[src/rtl/panel_scan.sv]
// Reader side of the 32x32 LED panel framebuffer: scans a double-buffered RGB444
// image and drives the panel shift/latch/blank/row lines with 4-bit binary-coded modulation.
module panel_scan #(
  parameter int DISP_BASE = 32
) (
  input  logic        clk,
  input  logic        rst,
  output logic [10:0] rd_addr,
  input  logic [11:0] rd_data,
  input  logic        buffer_select,
  output logic        buffer_current,
  output logic        r0,
  output logic        g0,
  output logic        b0,
  output logic        r1,
  output logic        g1,
  output logic        b1,
  output logic [3:0]  a,
  output logic        blank,
  output logic        latch,
  output logic        sclk
);

  // ST_INIT only exists for the single cycle after reset; it starts the first shift
  // exactly like UNBLANK would, but keeps the LEDs dark.
  localparam logic [2:0] ST_INIT    = 3'd0;
  localparam logic [2:0] ST_SHIFT   = 3'd1;
  localparam logic [2:0] ST_BLANK   = 3'd2;
  localparam logic [2:0] ST_LATCH1  = 3'd3;
  localparam logic [2:0] ST_LATCH2  = 3'd4;
  localparam logic [2:0] ST_UNBLANK = 3'd5;

  localparam logic [15:0] BASE = 16'(DISP_BASE);

  logic [2:0]  state;
  logic [3:0]  row;
  logic [1:0]  plane;
  logic        bank;
  logic [15:0] disp_cnt;

  logic        busy;
  logic [6:0]  cyc;
  logic [2:0]  top_bits;

  logic [3:0]  red;
  logic [3:0]  grn;
  logic [3:0]  blu;
  logic        shift_done;
  logic        start_shift;
  logic        frame_start;

  assign red = rd_data[11:8];
  assign grn = rd_data[7:4];
  assign blu = rd_data[3:0];

  assign shift_done  = !busy || (cyc == 7'd127);
  assign start_shift = (state == ST_INIT) || (state == ST_UNBLANK);
  assign frame_start = (state == ST_INIT) ||
                       ((state == ST_UNBLANK) && (row == 4'd15) && (plane == 2'd3));

  // cyc[1:0] is the column phase; phase 1 reads the bottom-half row (row + 16).
  assign rd_addr = {bank, (cyc[1:0] == 2'd1), row, cyc[6:2]};

  assign buffer_current = bank;
  assign latch = (state == ST_LATCH1) || (state == ST_LATCH2);
  assign blank = !((state == ST_UNBLANK) ||
                   ((state == ST_SHIFT) && (disp_cnt != 16'd0)));

  // The display counter is loaded on the edge into UNBLANK so it is already
  // holding the full on-time during that cycle; blank lifts for exactly that many cycles.
  always_ff @(posedge clk or posedge rst) begin
    if (rst) begin
      state    <= ST_INIT;
      row      <= 4'd0;
      plane    <= 2'd0;
      bank     <= 1'b0;
      a        <= 4'd0;
      disp_cnt <= 16'd0;
    end else begin
      if (disp_cnt != 16'd0) begin
        disp_cnt <= disp_cnt - 16'd1;
      end
      case (state)
        ST_INIT: begin
          state <= ST_SHIFT;
        end
        ST_SHIFT: begin
          if (shift_done && (disp_cnt == 16'd0)) begin
            state <= ST_BLANK;
          end
        end
        ST_BLANK: begin
          state <= ST_LATCH1;
        end
        ST_LATCH1: begin
          state <= ST_LATCH2;
          a     <= row;
        end
        ST_LATCH2: begin
          state    <= ST_UNBLANK;
          disp_cnt <= BASE << plane;
        end
        ST_UNBLANK: begin
          state <= ST_SHIFT;
          plane <= plane + 2'd1;
          if (plane == 2'd3) begin
            row <= row + 4'd1;
          end
        end
        default: begin
          state <= ST_INIT;
        end
      endcase
      if (frame_start) begin
        bank <= buffer_select;
      end
    end
  end

  // Column pipeline: address top in phase 0, bottom in phase 1, capture each a cycle
  // later; data updates after phase 2 and sclk rises one full cycle after that.
  always_ff @(posedge clk or posedge rst) begin
    if (rst) begin
      busy     <= 1'b0;
      cyc      <= 7'd0;
      top_bits <= 3'd0;
      r0       <= 1'b0;
      g0       <= 1'b0;
      b0       <= 1'b0;
      r1       <= 1'b0;
      g1       <= 1'b0;
      b1       <= 1'b0;
      sclk     <= 1'b0;
    end else begin
      sclk <= busy && (cyc[1:0] == 2'd3);
      if (start_shift) begin
        busy <= 1'b1;
        cyc  <= 7'd0;
      end else if (busy) begin
        cyc <= cyc + 7'd1;
        if (cyc == 7'd127) begin
          busy <= 1'b0;
        end
      end
      if (busy && (cyc[1:0] == 2'd1)) begin
        top_bits <= {red[plane], grn[plane], blu[plane]};
      end
      if (busy && (cyc[1:0] == 2'd2)) begin
        {r0, g0, b0} <= top_bits;
        {r1, g1, b1} <= {red[plane], grn[plane], blu[plane]};
      end
    end
  end

endmodule

[config.mk]
export PLATFORM = sky130hd
export DESIGN_NAME = panel_scan
export DESIGN_NICKNAME = d
export VERILOG_FILES = /design/src/rtl/panel_scan.sv
export SDC_FILE = /design/constraint.sdc
export NUM_CORES = 1
export LEC_CHECK = 0
export BUFFER_PORTS_ARGS = -buffer_cell sky130_fd_sc_hd__buf_4
export CAP_MARGIN = 25
export CORE_ASPECT_RATIO = 0.7
export CORE_MARGIN = 3
export CORE_UTILIZATION = 40
export DETAILED_ROUTE_END_ITERATION = 16
export PLACE_DENSITY_LB_ADDON = 0.15
export SLEW_MARGIN = 20
export SYNTH_ARGS = -nofsm -noshare
export SYNTH_HDL_FRONTEND = slang
export SYNTH_SLANG_ARGS = --single-unit
export TNS_END_PERCENT = 100
[constraint.sdc]
create_clock -name clk -period 1.88 [get_ports clk]
set_input_delay 0.188 -clock clk [delete_from_list [all_inputs] [get_ports clk]]
set_output_delay 0.188 -clock clk [all_outputs]
set_load 0.02 [all_outputs]
==> impl_results.md <==
- Status: finished, violations left
- Failing checks: setup timing
- Final Worst Setup Slack: -0.318 ns
- Mapped Nets: 256
- Cell count after synthesis: 232
- Hold path startpoint: buffer_select
- Simple-gate share of the synthesized area: between 10% and 20%
- Crit Reg-Reg Startpoint: disp_cnt[0]
- IO Port Bufs: 39
- Count of different cell masters after synthesis: 42
- Max clock buf depth: 2
- Initial antenna violation count: 0
- Sink Count: 48
- DRC Markers: 0
- Final setup fails: 17
- Peak supply drop: 0.314 mV
- Finished Layout Cells: 381
- CP Capture Type: register
- # IOs: 40
- CTS tree: built
- Logic pwr share: 5.0%
- Total gr overflow: 0
- Layout Nets: 329
- Crit Path Max Fanout: 5
- Critical path type: reg2reg
- Hold Path Class: in2reg
- Area Growth Syn to Fin: 35.5%
- Power share of the sequential group: 58.4%
- Share of layout cells above drive strength 1: 43.1%
- Detailed Route WL: 5620 um
- Clk pwr share: 36.6%
- Vias: 1967
- Post-synthesis sequential area ratio: around half
- H-tree lvl count: 2
- Pwr dens: 534 nW/um^2
- FILL cells: 516
- Slew Limit Fails: 0
- Worst-Margin Slew: about 0.45 ns
- Async S/R FF share, synth: 100%
- P_int: 1390 uW
- Synthesized cell area: 2480 sq um
- Cell depth of the worst hold path: 2
- Reg2Reg Depth: 9
- Yosys warns: 0
- Core area: 5870 sq um
- Num CTS Buffers: 5
- Vias in the first global route: 1800
- Switching share of power: 22.7%
- Hold endpoint: buffer_current
- Max Cap Viol: 0
- DP Area: 3110 sq um
- Ant diodes: 0
- Top cells by count, synth: dfrtp_1, nand2_1, mux2_2
- RePlAce Congestion: roughly 0.82
- Count leader, synth: dfrtp_1
- Mux contribution to synthesized area: 12.0%
- Total GRT Usage: between 10% and 20%
- Clock-pin slew on the worst setup and hold paths: ~0.1 ns
- Starting Density: between 40% and 50%
- Remaining antenna violation count after routing: 0
- Fin crit period: 2.20 ns
- Max Clock Skew: 0.00976 ns
- Largest cells by area after synthesis: dfrtp_1, mux2_2, ha_1
- Reg2Reg Setup Slack: -0.32 ns
- Fin area: about 3400 sq um
- EDFF count, synth: 0
- Synth Area in Adders: around 4.5%
- Largest family of logic cells by synthesized area: simple AND/OR/NAND/NOR gates
- DRT Pass-1 Iters: 4
- Cells after DPL: 366
- WP data arrival: 2.36 ns
- WL/cell: between 10 and 15 um
- Pin count of the biggest net entering global routing: 49
- Dpl ws: -0.111 ns
- DIE HEIGHT: about 70 um
- Clock tree root buffer cell: clkbuf_8
- Mean cell area of the mapped netlist: 10.7 sq um
- Synth Area in XOR/XNOR: 3.53%
- Static Leak: roughly 0.0016 uW
- Tcrit/Tclk final: 117%
- DRT iter0 DRCs: 63
- Prevailing post-synth register cell: dfrtp_1
- Final Hold Fails: 0
- Switching power: 408 uW
- Rows: 23
- Die width: ~100 um
- Startpoint type of the worst setup path: register
- Dpl hpwl: 4060 um
- Fmax: approximately 0.45 GHz
- Register bit count reported by yosys: 48
- Vias per cell: 5.16
- R2R Path End: disp_cnt[14]
- Largest area contributor in the synthesized netlist: dfrtp_1
- Worst Path Required: about 2 ns
- Die ar.: 7200 sq um
- RSZ-0062 raised after global routing: yes
- First-pass GRT wire length: 9050 um
- Insertion delay to the later sink of the worst-skew pair: roughly 0.30 ns
- Synth top area share: about half
- Max-slew headroom: 70.2%
- Synth Area in Compound Gates: under 10%
sequential cells by signal (all words and copies together), names as in the netlist:
signal and cells:
row 4, g0 1, state 3, sclk 1
r1 1, plane 2, g1 1, a 4
r0 1, cyc 7, b1 1, b0 1
disp_cnt 16, buffer_current 1, top_bits 3, busy 1
layout make-up:
| type | count | area [sq um] | share of cell area (%) |
|---|---|---|---|
| Multi-Input combinational cell | 161 | 1270 | 37.7 |
| Sequential cell | 48 | 1200 | 35.7 |
| Timing Repair Buffer | 81 | 672 | 20.0 |
| Tap cell | 75 | 93.8 | 2.79 |
| Clock buffer | 6 | 82.6 | 2.46 |
| Inverter | 8 | 30.0 | 0.893 |
| Clock inverter | 2 | 15.0 | 0.446 |
placed cells by master (no fill, tap or decap), types with 3 or more instances in the layout:
cell type	Yosys	layout
buf_4	6	72
xnor2_1	4	4
nand3_1	3	3
or2_2	3	3
inv_1	8	5
dfrtp_1	48	48
clkbuf_8	0	6
nor3_1	7	6
or3_4	2	3
nand2_1	24	24
xor2_1	6	6
nand4_1	7	7
mux2i_1	5	5
a21oi_1	11	10
or3_1	5	4
nor2_1	13	11
mux2_2	16	16
nand2b_1	8	8
buf_6	0	5
mux4_2	3	3
ha_1	9	8
o21ai_0	7	4
inv_2	0	3
o31ai_1	5	3
per-stage QoR:
step	hold slack, ns	TNS [ns]	utilization (%)	total power [uW]
after floorplan	0.340	-0.0932	-	1110
after global placement	0.259	-0.266	52.9	1160
after detailed placement	0.267	-0.676	52.9	1160
after CTS	0.101	-2.21	55.9	1830
final	0.110	-2.26	57.3	1800
after global routing	0.0999	-3.44	57.3	1870
worst max-delay path: stages (launching register included):
cell and delay (ns):
dfrtp_1 0.39, inv_2 0.09, ha_4 0.13, or3b_4 0.37
or3_4 0.39, buf_4 0.14, buf_6 0.11, buf_6 0.12
o31ai_2 0.22, a21oi_1 0.09
metal layers:
metal	up-vias	wire length (um)	global-route usage [%]
met3	2	393	4.03
met1	949	2860	25.4
met5	-	0	0
li1	960	-	-
met2	56	2340	21.5
met4	0	24	3.59
what timing repair did:
action	in CTS	in global routing
gates cloned	0	1
setup buffers	3	2
gates resized for setup	12	12
endpoints found under the hold margin	48	0
setup endpoints to repair	16	18
hold buffers	1	0
pin swaps	2	4
power by group through the flow:
| stage | sequential (uW) | clock (uW) | combinational (uW) |
|---|---|---|---|
| global placement | 1070 | 0 | 90.3 |
| floorplan | 1080 | 0 | 32.8 |
| global route | 1050 | 726 | 98.7 |
| finish | 1050 | 657 | 90.1 |
| CTS | 1050 | 684 | 92.9 |
| detailed placement | 1070 | 0 | 91.3 |
worst max path at each step:
stage / from / endpoint / slack [ns] / depth (start not counted)
finish: disp_cnt[0] / disp_cnt[14] / -0.32 / 9
global route: disp_cnt[0] / disp_cnt[14] / -0.38 / 9
CTS: disp_cnt[0] / blank / -0.33 / 6
detailed placement: disp_cnt[0] / state[0] / -0.11 / 7
global placement: disp_cnt[0] / state[0] / -0.07 / 7
floorplan: disp_cnt[0] / blank / -0.08 / 6
cells by family (layout without fill, tap and decap cells):
logic type      after synthesis  after routing
compound gates               32             32
buf+inv                      23             97
flops                        48             48
fa+ha+maj                     9              9
simple gates                 86             86
xor+xnor                     10             10
mux                          24             24
No activity file was read; power rests on OpenSTA's default activity.
